File: config.mk
export PLATFORM = sky130hd
export DESIGN_NAME = alu_sched
export DESIGN_NICKNAME = d
export VERILOG_FILES = /design/src/rtl/alu_sched.sv
export SDC_FILE = /design/constraint.sdc
export NUM_CORES = 1
export LEC_CHECK = 0
export BUFFER_PORTS_ARGS = -buffer_cell sky130_fd_sc_hd__buf_2
export CORE_UTILIZATION = 38
export CTS_BUF_LIST = sky130_fd_sc_hd__clkbuf_16
export DETAILED_ROUTE_END_ITERATION = 10
export GPL_ROUTABILITY_DRIVEN = 0
export PLACE_DENSITY = 0.67
export SLEW_MARGIN = 25
export SYNTH_ARGS = -nofsm -noshare
export SYNTH_HDL_FRONTEND = slang
export SYNTH_SLANG_ARGS = --single-unit
File: constraint.sdc
create_clock -name clk -period 5.1 [get_ports clk]
set_input_delay 0.255 -clock clk [delete_from_list [all_inputs] [get_ports clk]]
set_output_delay 0.255 -clock clk [all_outputs]
set_load 0.02 [all_outputs]
File: src/rtl/alu_sched.sv
// alu_sched: two-requester round-robin scheduler in front of a shared
// add/sub/compare unit. Accepted operands are registered, then the result and
// C/Z/N/O flags are computed and returned on one tagged response channel.
// Optional feature macro: ALU_SCHED_FLAGREG_EN builds the architectural flags
// register behind flags_q. Without it, flags_q is tied to zero.
module alu_sched #(
    parameter int WIDTH = 16
) (
    input  logic               clk,
    input  logic               reset_n,
    input  logic [1:0]         req_valid,
    output logic [1:0]         req_ready,
    input  logic [3:0]         req_op,
    input  logic [2*WIDTH-1:0] req_a,
    input  logic [2*WIDTH-1:0] req_b,
    output logic               rsp_valid,
    input  logic               rsp_ready,
    output logic               rsp_id,
    output logic [WIDTH-1:0]   rsp_result,
    output logic               rsp_c,
    output logic               rsp_z,
    output logic               rsp_n,
    output logic               rsp_o,
    output logic [3:0]         flags_q
);

    typedef enum logic [1:0] {
        IDLE = 2'd0,
        EXEC = 2'd1,
        RESP = 2'd2
    } state_t;

    typedef enum logic [1:0] {
        OP_ADD  = 2'b00,
        OP_SUB  = 2'b01,
        OP_CMP  = 2'b10,
        OP_PASS = 2'b11
    } op_t;

    state_t           state;
    state_t           state_nxt;
    logic             last_grant;
    logic             grant;
    logic             accept;

    op_t              op_q;
    logic [WIDTH-1:0] a_q;
    logic [WIDTH-1:0] b_q;
    logic             id_q;

    logic [WIDTH:0]   a_ext;
    logic [WIDTH:0]   b_ext;
    logic [WIDTH:0]   sum;
    logic             sub;
    logic             sb;
    logic [WIDTH-1:0] res_nxt;
    logic             c_nxt;
    logic             z_nxt;
    logic             n_nxt;
    logic             o_nxt;

    // Round-robin pick: a sole requester wins, a tie goes to the one not granted last
    always_comb begin
        grant = 1'b0;
        if (req_valid == 2'b11) begin
            grant = ~last_grant;
        end else if (req_valid[1]) begin
            grant = 1'b1;
        end
    end

    // State register
    always_ff @(posedge clk or negedge reset_n) begin
        if (!reset_n) begin
            state <= IDLE;
        end else begin
            state <= state_nxt;
        end
    end

    // Next state and request handshake; ready is held low while reset is asserted
    always_comb begin
        state_nxt = state;
        req_ready = '0;
        accept    = 1'b0;
        unique case (state)
            IDLE: begin
                if (reset_n && req_valid[grant]) begin
                    req_ready[grant] = 1'b1;
                    accept           = 1'b1;
                    state_nxt        = EXEC;
                end
            end
            EXEC: state_nxt = RESP;
            RESP: begin
                if (rsp_ready) begin
                    state_nxt = IDLE;
                end
            end
            default: state_nxt = IDLE;
        endcase
    end

    assign rsp_valid = (state == RESP);

    // Capture the granted requester's operation and the new last-grant pointer
    always_ff @(posedge clk or negedge reset_n) begin
        if (!reset_n) begin
            last_grant <= 1'b1;
            op_q       <= OP_ADD;
            a_q        <= '0;
            b_q        <= '0;
            id_q       <= 1'b0;
        end else if (accept) begin
            last_grant <= grant;
            op_q       <= op_t'(grant ? req_op[3:2] : req_op[1:0]);
            a_q        <= grant ? req_a[2*WIDTH-1:WIDTH] : req_a[WIDTH-1:0];
            b_q        <= grant ? req_b[2*WIDTH-1:WIDTH] : req_b[WIDTH-1:0];
            id_q       <= grant;
        end
    end

    // ALU datapath: 17-bit add/subtract with carry/borrow in the top bit
    always_comb begin
        sub     = (op_q == OP_SUB) || (op_q == OP_CMP);
        a_ext   = {1'b0, a_q};
        b_ext   = {1'b0, b_q};
        sum     = sub ? (a_ext - b_ext) : (a_ext + b_ext);
        sb      = sub ^ b_q[WIDTH-1];
        res_nxt = (op_q == OP_CMP) ? a_q : sum[WIDTH-1:0];
        c_nxt   = sum[WIDTH];
        z_nxt   = (sum[WIDTH-1:0] == '0);
        n_nxt   = sum[WIDTH-1];
        o_nxt   = (sum[WIDTH-1] & ~a_q[WIDTH-1] & ~sb) |
                  (~sum[WIDTH-1] & a_q[WIDTH-1] & sb);
        if (op_q == OP_PASS) begin
            res_nxt = b_q;
            c_nxt   = 1'b0;
            z_nxt   = (b_q == '0);
            n_nxt   = b_q[WIDTH-1];
            o_nxt   = 1'b0;
        end
    end

    // Response registers: loaded in EXEC, held through RESP and beyond
    always_ff @(posedge clk or negedge reset_n) begin
        if (!reset_n) begin
            rsp_id     <= 1'b0;
            rsp_result <= '0;
            rsp_c      <= 1'b0;
            rsp_z      <= 1'b0;
            rsp_n      <= 1'b0;
            rsp_o      <= 1'b0;
        end else if (state == EXEC) begin
            rsp_id     <= id_q;
            rsp_result <= res_nxt;
            rsp_c      <= c_nxt;
            rsp_z      <= z_nxt;
            rsp_n      <= n_nxt;
            rsp_o      <= o_nxt;
        end
    end

`ifdef ALU_SCHED_FLAGREG_EN
    // Architectural flags {C,Z,N,O}: updated by arithmetic ops, PASS leaves them alone
    always_ff @(posedge clk or negedge reset_n) begin
        if (!reset_n) begin
            flags_q <= '0;
        end else if ((state == EXEC) && (op_q != OP_PASS)) begin
            flags_q <= {c_nxt, z_nxt, n_nxt, o_nxt};
        end
    end
`else
    assign flags_q = '0;
`endif

endmodule
# Word level (Yosys, flattened, before mapping)

Index checks and enable logic that the tools add are counted.

Flip-flop bits (word level): 59
Input port bits: 73
Output and inout port bits: 28
Word-level logic and storage cells: 64

$add $sub $neg: 2
Magnitude comparators: 2
Equal/unequal tests: 8
Multiplexer cells: 23
Bitwise logic cells: 10
Reductions and logical operators: 7

Operators by type and width:

| kind                 | count |
|---|---|
| $mux W16             | 4 |
| $logic_not A16 Y1    | 2 |
| $add A16 B16 Y17     | 1 |
| $mux W17             | 1 |
| $sub A16 B16 Y17     | 1 |
| $mux W1              | 11 |
| $mux W2              | 5 |
| $eq A2 B2 Y1 const B | 4 |
| $pmux W2 S3          | 1 |
| $and A1 B1 Y1        | 4 |
| $eq A2 B1 Y1 const B | 2 |
| $not A1 Y1           | 4 |
| $logic_and A1 B1 Y1  | 2 |
| $logic_not A2 Y1     | 1 |
| $lt A1 B2 Y1 const B | 1 |
| $ne A2 B1 Y1 const B | 1 |
| $ne A2 B2 Y1 const B | 1 |
| $reduce_and A2 Y1    | 1 |
| $demux W1 S1         | 1 |
| $ge A1 B1 Y1 const B | 1 |
| $logic_or A1 B1 Y1   | 1 |
| $or A1 B1 Y1         | 1 |
| $xor A1 B1 Y1        | 1 |

# Logic depth before layout (Yosys ltp)

Gate-level depths: netlist of run 1.

Depth after elaboration: 8
Gate-level depth with buffers: 15
Gate-level depth less buffers: 14

# Least setup slack after synthesis of run 1

OpenSTA, ideal clock, no wires.

Kind: flip-flop to flip-flop
Start: register b_q[4]
End: register rsp_n
Setup time: 125 ps
Data arrival time: 3739 ps
Required time: 4975 ps
Path slack: 1237 ps
Stages on the path, launching flop included: 14
Buffers on the path: 1
Clock period less this slack: 3863 ps
Cell sequence: dfrtp_1 > or4_4 > or4_4 > o31a_2 > xnor2_1 > ha_1 > clkbuf_1 > o21ai_0 > o2bb2ai_1 > a31o_2 > a221o_1 > a311oi_2 > o21ai_0 > mux2_2

Longest elaborated chain between the ends: 3
Elaborated cells between the ends (all ways): 4
Those cells by class: add/sub (2); mux (2)

Ends and longest elaborated chain:

| element                                              | RTL line | source |
|---|---|---|
| start: declaration                                   | 48       | `logic [WIDTH-1:0] b_q;` |
| start signal: assignment                             | 118      | `b_q <= grant ? req_b[2*WIDTH-1:WIDTH] : req_b[WIDTH-1:0];` |
| $add A16 B16 Y17 or $sub A16 B16 Y17 (tied branches) | 128      | `sum = sub ? (a_ext - b_ext) : (a_ext + b_ext);` |
| $mux W17 *                                           | 128      |  |
| $mux W1 *                                            | 136      | `if (op_q == OP_PASS) begin` |
| end signal: assignment                               | 159      | `rsp_n <= n_nxt;` |
| end: declaration                                     | 22       | `output logic rsp_n,` |

Mark *: on every way between the ends. The rest lies on a longest branch, timed or not.
A chain may end at the register's enable or synchronous reset.

# Final worst setup path of run 1

Start: register b_q[4]
End: register rsp_z

Longest elaborated chain between the ends: 4
Elaborated cells between the ends (all ways): 6
Those cells by class: add/sub (2); mux (2); reduce/logical (2)

Ends and longest elaborated chain:

| element                                              | RTL line | source |
|---|---|---|
| $add A16 B16 Y17 or $sub A16 B16 Y17 (tied branches) | 128      |  |
| $mux W17                                             | 128      |  |
| $logic_not A16 Y1                                    | 132      | `z_nxt = (sum[WIDTH-1:0] == '0);` |
| $mux W1 *                                            | 136      |  |
| end signal: assignment                               | 158      | `rsp_z <= z_nxt;` |
| end: declaration                                     | 21       | `output logic rsp_z,` |

Marks and branches as above.

==> impl_metrics.csv, run 1 <==
group,metric,value,unit
sta,finalSetupViolations,0,
routing,wl_per_cell,16.8,µm
routing,drc_errors,0,
clock_network,cts_setup_buffers,0,
setup_path,r2r_start,"b_q[4]$_DFFE_PN0P_",
setup_path,slowest_stage,"or4_4",
synth,yosysWarnings,0,
synth,async_flop_share,1.00,
routing,ant_nets,0,
clock_network,clk-insertion-delay-late,0.33,ns
setup_path,critPathLaunchType,"flip-flop",
synth,synth-main-ff-cell,"dfrtp_1",
floorplan,dieArea,0.0108,mm²
setup_path,r2r_end,"rsp_z$_DFFE_PN0N_",
global_route,grt_pass1_wl,18100,µm
sta,tightest_slew,0.749,ns
floorplan,fp-row-count,36,
synth,synth-compound-area-share,0.279,
job,cap_violations,0,
synth,synth_top_family_by_area,"compound AO/OA/AOI/OAI gates",
floorplan,die_w,104,µm
sta,rsz0062_at_grt,"false",
clock_network,cts_inserted_buffers,9,
setup_path,worstSetupPathType,"reg -> reg",
setup_path,cp-startpoint,"b_q[4]$_DFFE_PN0P_",
placed_design,dpl.hpwl,8460,µm
clock_network,h-tree-depth,3,
synth,yosys.area_share.simple,0.124,
setup_path,crit_chain,"or4_4 -> or4_4 -> or3_1 -> o21ai_0 -> xnor2_1 -> ha_1 -> nor4_1 -> a31oi_1 -> or3_1 -> a2111oi_0 -> nand4_1 -> o31ai_1",
clock_network,cts_sinks,59,
global_route,grt-ovfl-total,0,
sta,fin_setup_tns,0,ns
global_route,track_usage,0.213,
clock_network,clk_path_buf_depth,2,
layout,final_common_cell,"buf_2",
synth,synth.distinct_cells,59,
sta,max_freq,0.235,GHz
synth,synth_xor_area_frac,0.0511,
synth,synth-edff-count,0,
placed_design,io_buffer_count,96,
floorplan,die_y,104,µm
sta,finalCriticalPeriod,4.26,ns
floorplan,initial_core_util,0.398,
routing,vias_per_cell,5.67,
setup_path,critPathMaxStageDelay,0.56,ns
synth,postSynthCellCount,442,
layout,final_cell_mix,"buf_2, dfrtp_1, inv_1",
clock_network,cts_hold_buffers,0,
sta,hold_violations,0,
synth,syn_area,0.00394,mm²
clock_network,cts_tree,"yes",
sta,slew_headroom,0.501,
setup_path,reg2reg_setup_slack,0.84,ns
synth,synth.avg_cell_area,8.92,µm²
min_path,hp-class,"in -> reg",
layout,nNetsFinal,621,
routing,dr.pass1.iters,8,
floorplan,num_io_pins,101,
setup_path,ff2ff_path_depth,12,
sta,fin_skew,0.00749,ns
synth,muxShareOfSynthArea,0.0266,
min_path,worstHoldStart,"rsp_ready",
clock_network,path_clk_slew,0.05,ns
setup_path,endpoint_kind,"flip-flop",
layout,fill_cells,960,
sta,slew_violations,0,
setup_path,cp.required,5.34,ns
clock_network,root_buffer,"clkbuf_16",
clock_network,cts.repair.resized,0,
floorplan,coreArea,0.00991,mm²
layout,drive_above_1_share,0.244,
layout,areaGrowthSynthToFinish,21.9,%
min_path,min_to,"state[1]$_DFFE_PN0P_",
setup_path,crit_buf_inv,0,
global_route,grt_pass1_vias,3554,
synth,synth_fa_ha_area_frac,0.0654,
setup_path,cpLargestDelayFamily,"simple AND/OR/NAND/NOR gates",
global_route,grt_max_degree,60,
synth,synth_seq_area_share,0.375,
routing,num_vias,3784,
global_route,grt_antenna_before_repair,1,
synth,ys_seq_elements,59,
routing,wl,11200,µm
min_path,hold_depth,2,
routing,drt_iter0_drc,282,
setup_path,path_max_fanout,6,
setup_path,cp.arrival,4.50,ns
sta,final.period_utilization,0.836,
status,status,"finished clean",
-- sequential cells by signal (all words and copies together), names as in the netlist --
register	flops
b_q	16
state	2
rsp_result	16
rsp_id	1
a_q	16
rsp_n	1
last_grant	1
rsp_o	1
id_q	1
op_q	2
rsp_c	1
rsp_z	1
-- synth_stat cells, types with 6 or more instances --
cell / number / share of area
xnor2_1: 10 / 0.022
o21ai_0: 42 / 0.053
buf_1: 6 / 0.0057
and3_1: 6 / 0.0095
a21oi_1: 22 / 0.028
a222oi_1: 34 / 0.086
o211ai_1: 9 / 0.017
clkbuf_1: 18 / 0.017
mux2i_1: 6 / 0.015
inv_1: 48 / 0.046
nor2_1: 20 / 0.019
xor2_1: 13 / 0.029
dfrtp_1: 58 / 0.37
nand2_1: 35 / 0.033
o31ai_1: 6 / 0.011
ha_1: 19 / 0.060
a31oi_1: 7 / 0.011
-- worst max path at each step --
stage | to | slack (ns) | cells past startpoint
6_report | rsp_z$_DFFE_PN0N_ | 0.84 | 12
2_1_floorplan | rsp_n$_DFFE_PN0N_ | 1.24 | 13
4_1_cts | rsp_z$_DFFE_PN0N_ | 0.86 | 12
3_5_place_dp | rsp_z$_DFFE_PN0N_ | 0.87 | 12
3_3_place_gp | rsp_z$_DFFE_PN0N_ | 1.04 | 12
5_1_grt | rsp_z$_DFFE_PN0N_ | 0.48 | 12
-- through the flow --
| step | setup slack (ns) | std cells | instance area (µm²) | hold WS, ns | util |
|---|---|---|---|---|---|
| detailed placement | 0.869 | 650 | 4520 | 0.465 | 0.456 |
| global route | 0.482 | 666 | 4800 | 0.133 | 0.485 |
| CTS | 0.863 | 666 | 4800 | 0.117 | 0.485 |
| finish | 0.836 | 667 | 4810 | 0.123 | 0.485 |
| floorplan | 1.24 | 445 | 3960 | -0.0406 | - |
| global placement | 1.04 | 650 | 4520 | 0.455 | 0.456 |
-- layout make-up --
class | instances | area (µm²) | share of cell area
well taps | 133 | 166 | 0.0346
diodes | 1 | 2.50 | 0.000521
clock inverters | 7 | 55.1 | 0.0115
repair buffers | 101 | 518 | 0.108
multi-input cells | 308 | 2180 | 0.453
flip-flops and latches | 59 | 1480 | 0.307
clock buffers | 9 | 225 | 0.0469
inverters | 49 | 184 | 0.0383
-- logic make-up (layout without fill, tap and decap cells) --
| kind of cell | count (synthesis) | count (layout) |
|---|---|---|
| compound gates | 153 | 153 |
| simple gates | 98 | 98 |
| buf+inv | 78 | 166 |
| flops | 59 | 59 |
| xor+xnor | 23 | 23 |
| fa+ha+maj | 20 | 20 |
| mux | 10 | 10 |
| other cells | 1 | 5 |
-- worst register-to-register path: stages, from the launching register on --
cell and delay [ns]:
dfrtp_1 0.44, or4_4 0.56, or4_4 0.44, or3_1 0.34, o21ai_0 0.21, xnor2_1 0.10, ha_1 0.24, nor4_1 0.39
a31oi_1 0.26, or3_1 0.41, a2111oi_0 0.44, nand4_1 0.14, o31ai_1 0.21
-- per-layer routing --
layer  GRT usage  share of wire  vias to the layer above
met4      0.0929          0.028                        0
li1            -              -                     1815
met3      0.0464          0.069                       23
met1       0.292           0.45                     1765
met2       0.324           0.45                      181
met5           0              0                        -
Power of run 1 is left out: the tool's default activity adds up to more than one toggle a clock period on the data nets, which glitch-free logic cannot reach.
==> run 2: changes to the inputs <==
ABC_AREA = 1   (was not set)
PLACE_DENSITY = 0.69   (was 0.67)
clock period = 3.9 ns   (was 5.1 ns; I/O delays follow)
==> run 2 against run 1 <==
Sequential share of layout area shrank 1.7 points. Critical path type unchanged. Critical path depth grew 3. Synthesized cell count grew 40%. Sequential cell count is the same. Fmax grew 38%. Critical endpoint unchanged. Count of clock-buffer cells in the layout is the same. Die area grew 8.3%. Global-route usage grew 0.66 points. Worst setup slack lost 0.027 ns. Area after synthesis grew 8.5%.
==> impl_metrics.csv, run 2 <==
group,metric,value,unit
status,status,"finished clean",
setup_path,cp.required,4.16,ns
sta,slew_headroom,0.351,
placed_design,io_buffer_count,96,
layout,largest_registers,"a_q (16), b_q (16), rsp_result (16)",
floorplan,coreArea,0.0109,mm²
routing,num_vias,4319,
synth,synth_area_leaders,"dfrtp_1, nand2_1, inv_1",
floorplan,dieArea,0.0117,mm²
routing,dr.pass1.iters,6,
clock_network,cts.repair.resized,0,
clock_network,h-tree-depth,3,
sta,hold_violations,0,
floorplan,fp-row-count,38,
sta,slew_violations,0,
placed_design,dpl.hpwl,9150,µm
min_path,hold_depth,3,
layout,fill_cells,1056,
clock_network,path_clk_slew,0.05,ns
setup_path,path_max_fanout,11,
global_route,grt_pass1_wl,19900,µm
global_route,grt_max_degree,60,
layout,register_area,0.00148,mm²
global_route,grt-ovfl-total,0,
routing,drc_errors,0,
setup_path,reg2reg_setup_slack,0.81,ns
synth,yosysWarnings,0,
sta,tightest_slew,0.973,ns
clock_network,cts_setup_buffers,0,
clock_network,clk-insertion-delay-late,0.33,ns
synth,synth-main-ff-cell,"dfrtp_1",
routing,drt_iter0_drc,305,
routing,vias_per_cell,5.06,
layout,drive_above_1_share,0.199,
global_route,grt_antenna_before_repair,0,
job,cap_violations,0,
synth,synth_commonest_cells,"nand2_1, inv_1, dfrtp_1",
layout,num_antenna_cells,0,
setup_path,ff2ff_path_depth,15,
layout,finalNonFillerCells,853,
floorplan,die_w,108,µm
synth,synth_most_common_cell,"nand2_1",
synth,postSynthCellCount,620,
routing,ant_nets,0,
setup_path,cp.arrival,3.35,ns
synth,yosys.area.top_type_share,0.339,
routing,wl_per_cell,14.0,µm
synth,async_flop_share,1.00,
floorplan,initial_core_util,0.393,
global_route,grt_pass1_vias,4052,
clock_network,root_buffer,"clkbuf_16",
synth,synth_top_area_cell,"dfrtp_1",
synth,synth_seq_area_share,0.345,
sta,rsz0062_at_grt,"false",
synth,synth-edff-count,0,
sta,fin_skew,0.00574,ns
layout,final_common_cell,"nand2_1",
global_route,track_usage,0.220,
clock_network,cts_sinks,59,
sta,final.period_utilization,0.792,
floorplan,num_io_pins,101,
routing,wl,11900,µm
layout,areaGrowthSynthToFinish,19.0,%
sta,finalSetupViolations,0,
layout,multi_input_area,0.00242,mm²
clock_network,cts_hold_buffers,0,
synth,syn_area,0.00428,mm²
clock_network,cts_inserted_buffers,9,
floorplan,die_y,108,µm
synth,synth.distinct_cells,39,
setup_path,endpoint_kind,"flip-flop",
clock_network,clk_path_buf_depth,2,
synth,synth.avg_cell_area,6.90,µm²
sta,fin_setup_tns,0,ns
min_path,hp-class,"in -> reg",
setup_path,worstSetupPathType,"reg -> reg",
synth,ys_seq_elements,59,
clock_network,cts_tree,"yes",
setup_path,critPathLaunchType,"flip-flop",
sta,finalCriticalPeriod,3.09,ns
layout,nNetsFinal,801,
layout,final_cell_mix,"nand2_1, buf_2, inv_1",
placed_design,numPlacedInstances,837,
sta,max_freq,0.324,GHz
## run 2: cell types whose count changed in the layout (fill, tap and decap cells not counted), moves of 19 or more
cell      previous run  this run
inv_1               51        72
nand3_1              3        37
a222oi_1            34         0
a21oi_1             21        40
nor2_1              20        51
nand2_1             35       207
## run 2: cell type report
| cell class | count | area share |
|---|---|---|
| flip-flops and latches | 59 | 0.290 |
| clock buffers | 9 | 0.0442 |
| clock inverters | 7 | 0.00590 |
| well taps | 140 | 0.0344 |
| inverters | 73 | 0.0538 |
| multi-input cells | 468 | 0.476 |
| repair buffers | 97 | 0.0958 |
## run 2: worst paths after layout
kind | start | to
worst max-delay path | op_q[1]$_DFFE_PN0P_ | rsp_z$_DFFE_PN0N_
worst max register to register | op_q[1]$_DFFE_PN0P_ | rsp_z$_DFFE_PN0N_
max in group asynchronous | reset_n | a_q[10]$_DFFE_PN0P_
worst min register to register | last_grant$_DFFE_PN1P_ | last_grant$_DFFE_PN1P_
min in group asynchronous | reset_n | b_q[13]$_DFFE_PN0P_
worst min-delay path | req_a[3] | a_q[3]$_DFFE_PN0P_
## run 2: layer usage
layer,vias up,routed length (µm),GRT usage
li1,2151,-,-
met1,2019,5390,0.288
met2,132,5700,0.364
met3,17,577,0.0325
met4,0,280,0.0841
met5,-,0,0
## run 2: cell families after synthesis
logic type / count (synthesis) / synth area share
and+or+nand+nor: 331 / 0.332
buffers and inverters: 96 / 0.0915
xor gates and xnor gates: 19 / 0.0389
adders and majority gates: 20 / 0.0602
DFF: 59 / 0.345
AOI/OAI and AO/OA: 94 / 0.131
other: 1 / 0.000876
## run 2: worst max-delay path, stage by stage (launching register included)
cell	delay, ns
dfrtp_1	0.40
ha_1	0.54
inv_2	0.15
nor2_1	0.16
xor2_1	0.16
inv_1	0.07
ha_1	0.34
a21oi_1	0.18
nand2_2	0.13
nand2_1	0.08
nand2_1	0.06
xnor2_1	0.22
nand2_1	0.09
nor2_1	0.22
nand3_2	0.11
a21oi_2	0.11
## run 2: per-stage QoR
step                utilization  worst slack [ns]  hold slack [ns]  area [µm²]
detailed placement        0.444             0.865            0.404        4840
CTS                       0.468             0.833           0.0678        5090
global route              0.468             0.536           0.0763        5090
global placement          0.444             0.873            0.401        4840
floorplan                     -              1.32           -0.101        4290
finish                    0.468             0.809           0.0695        5090
Power of run 2 is left out for the same reason.
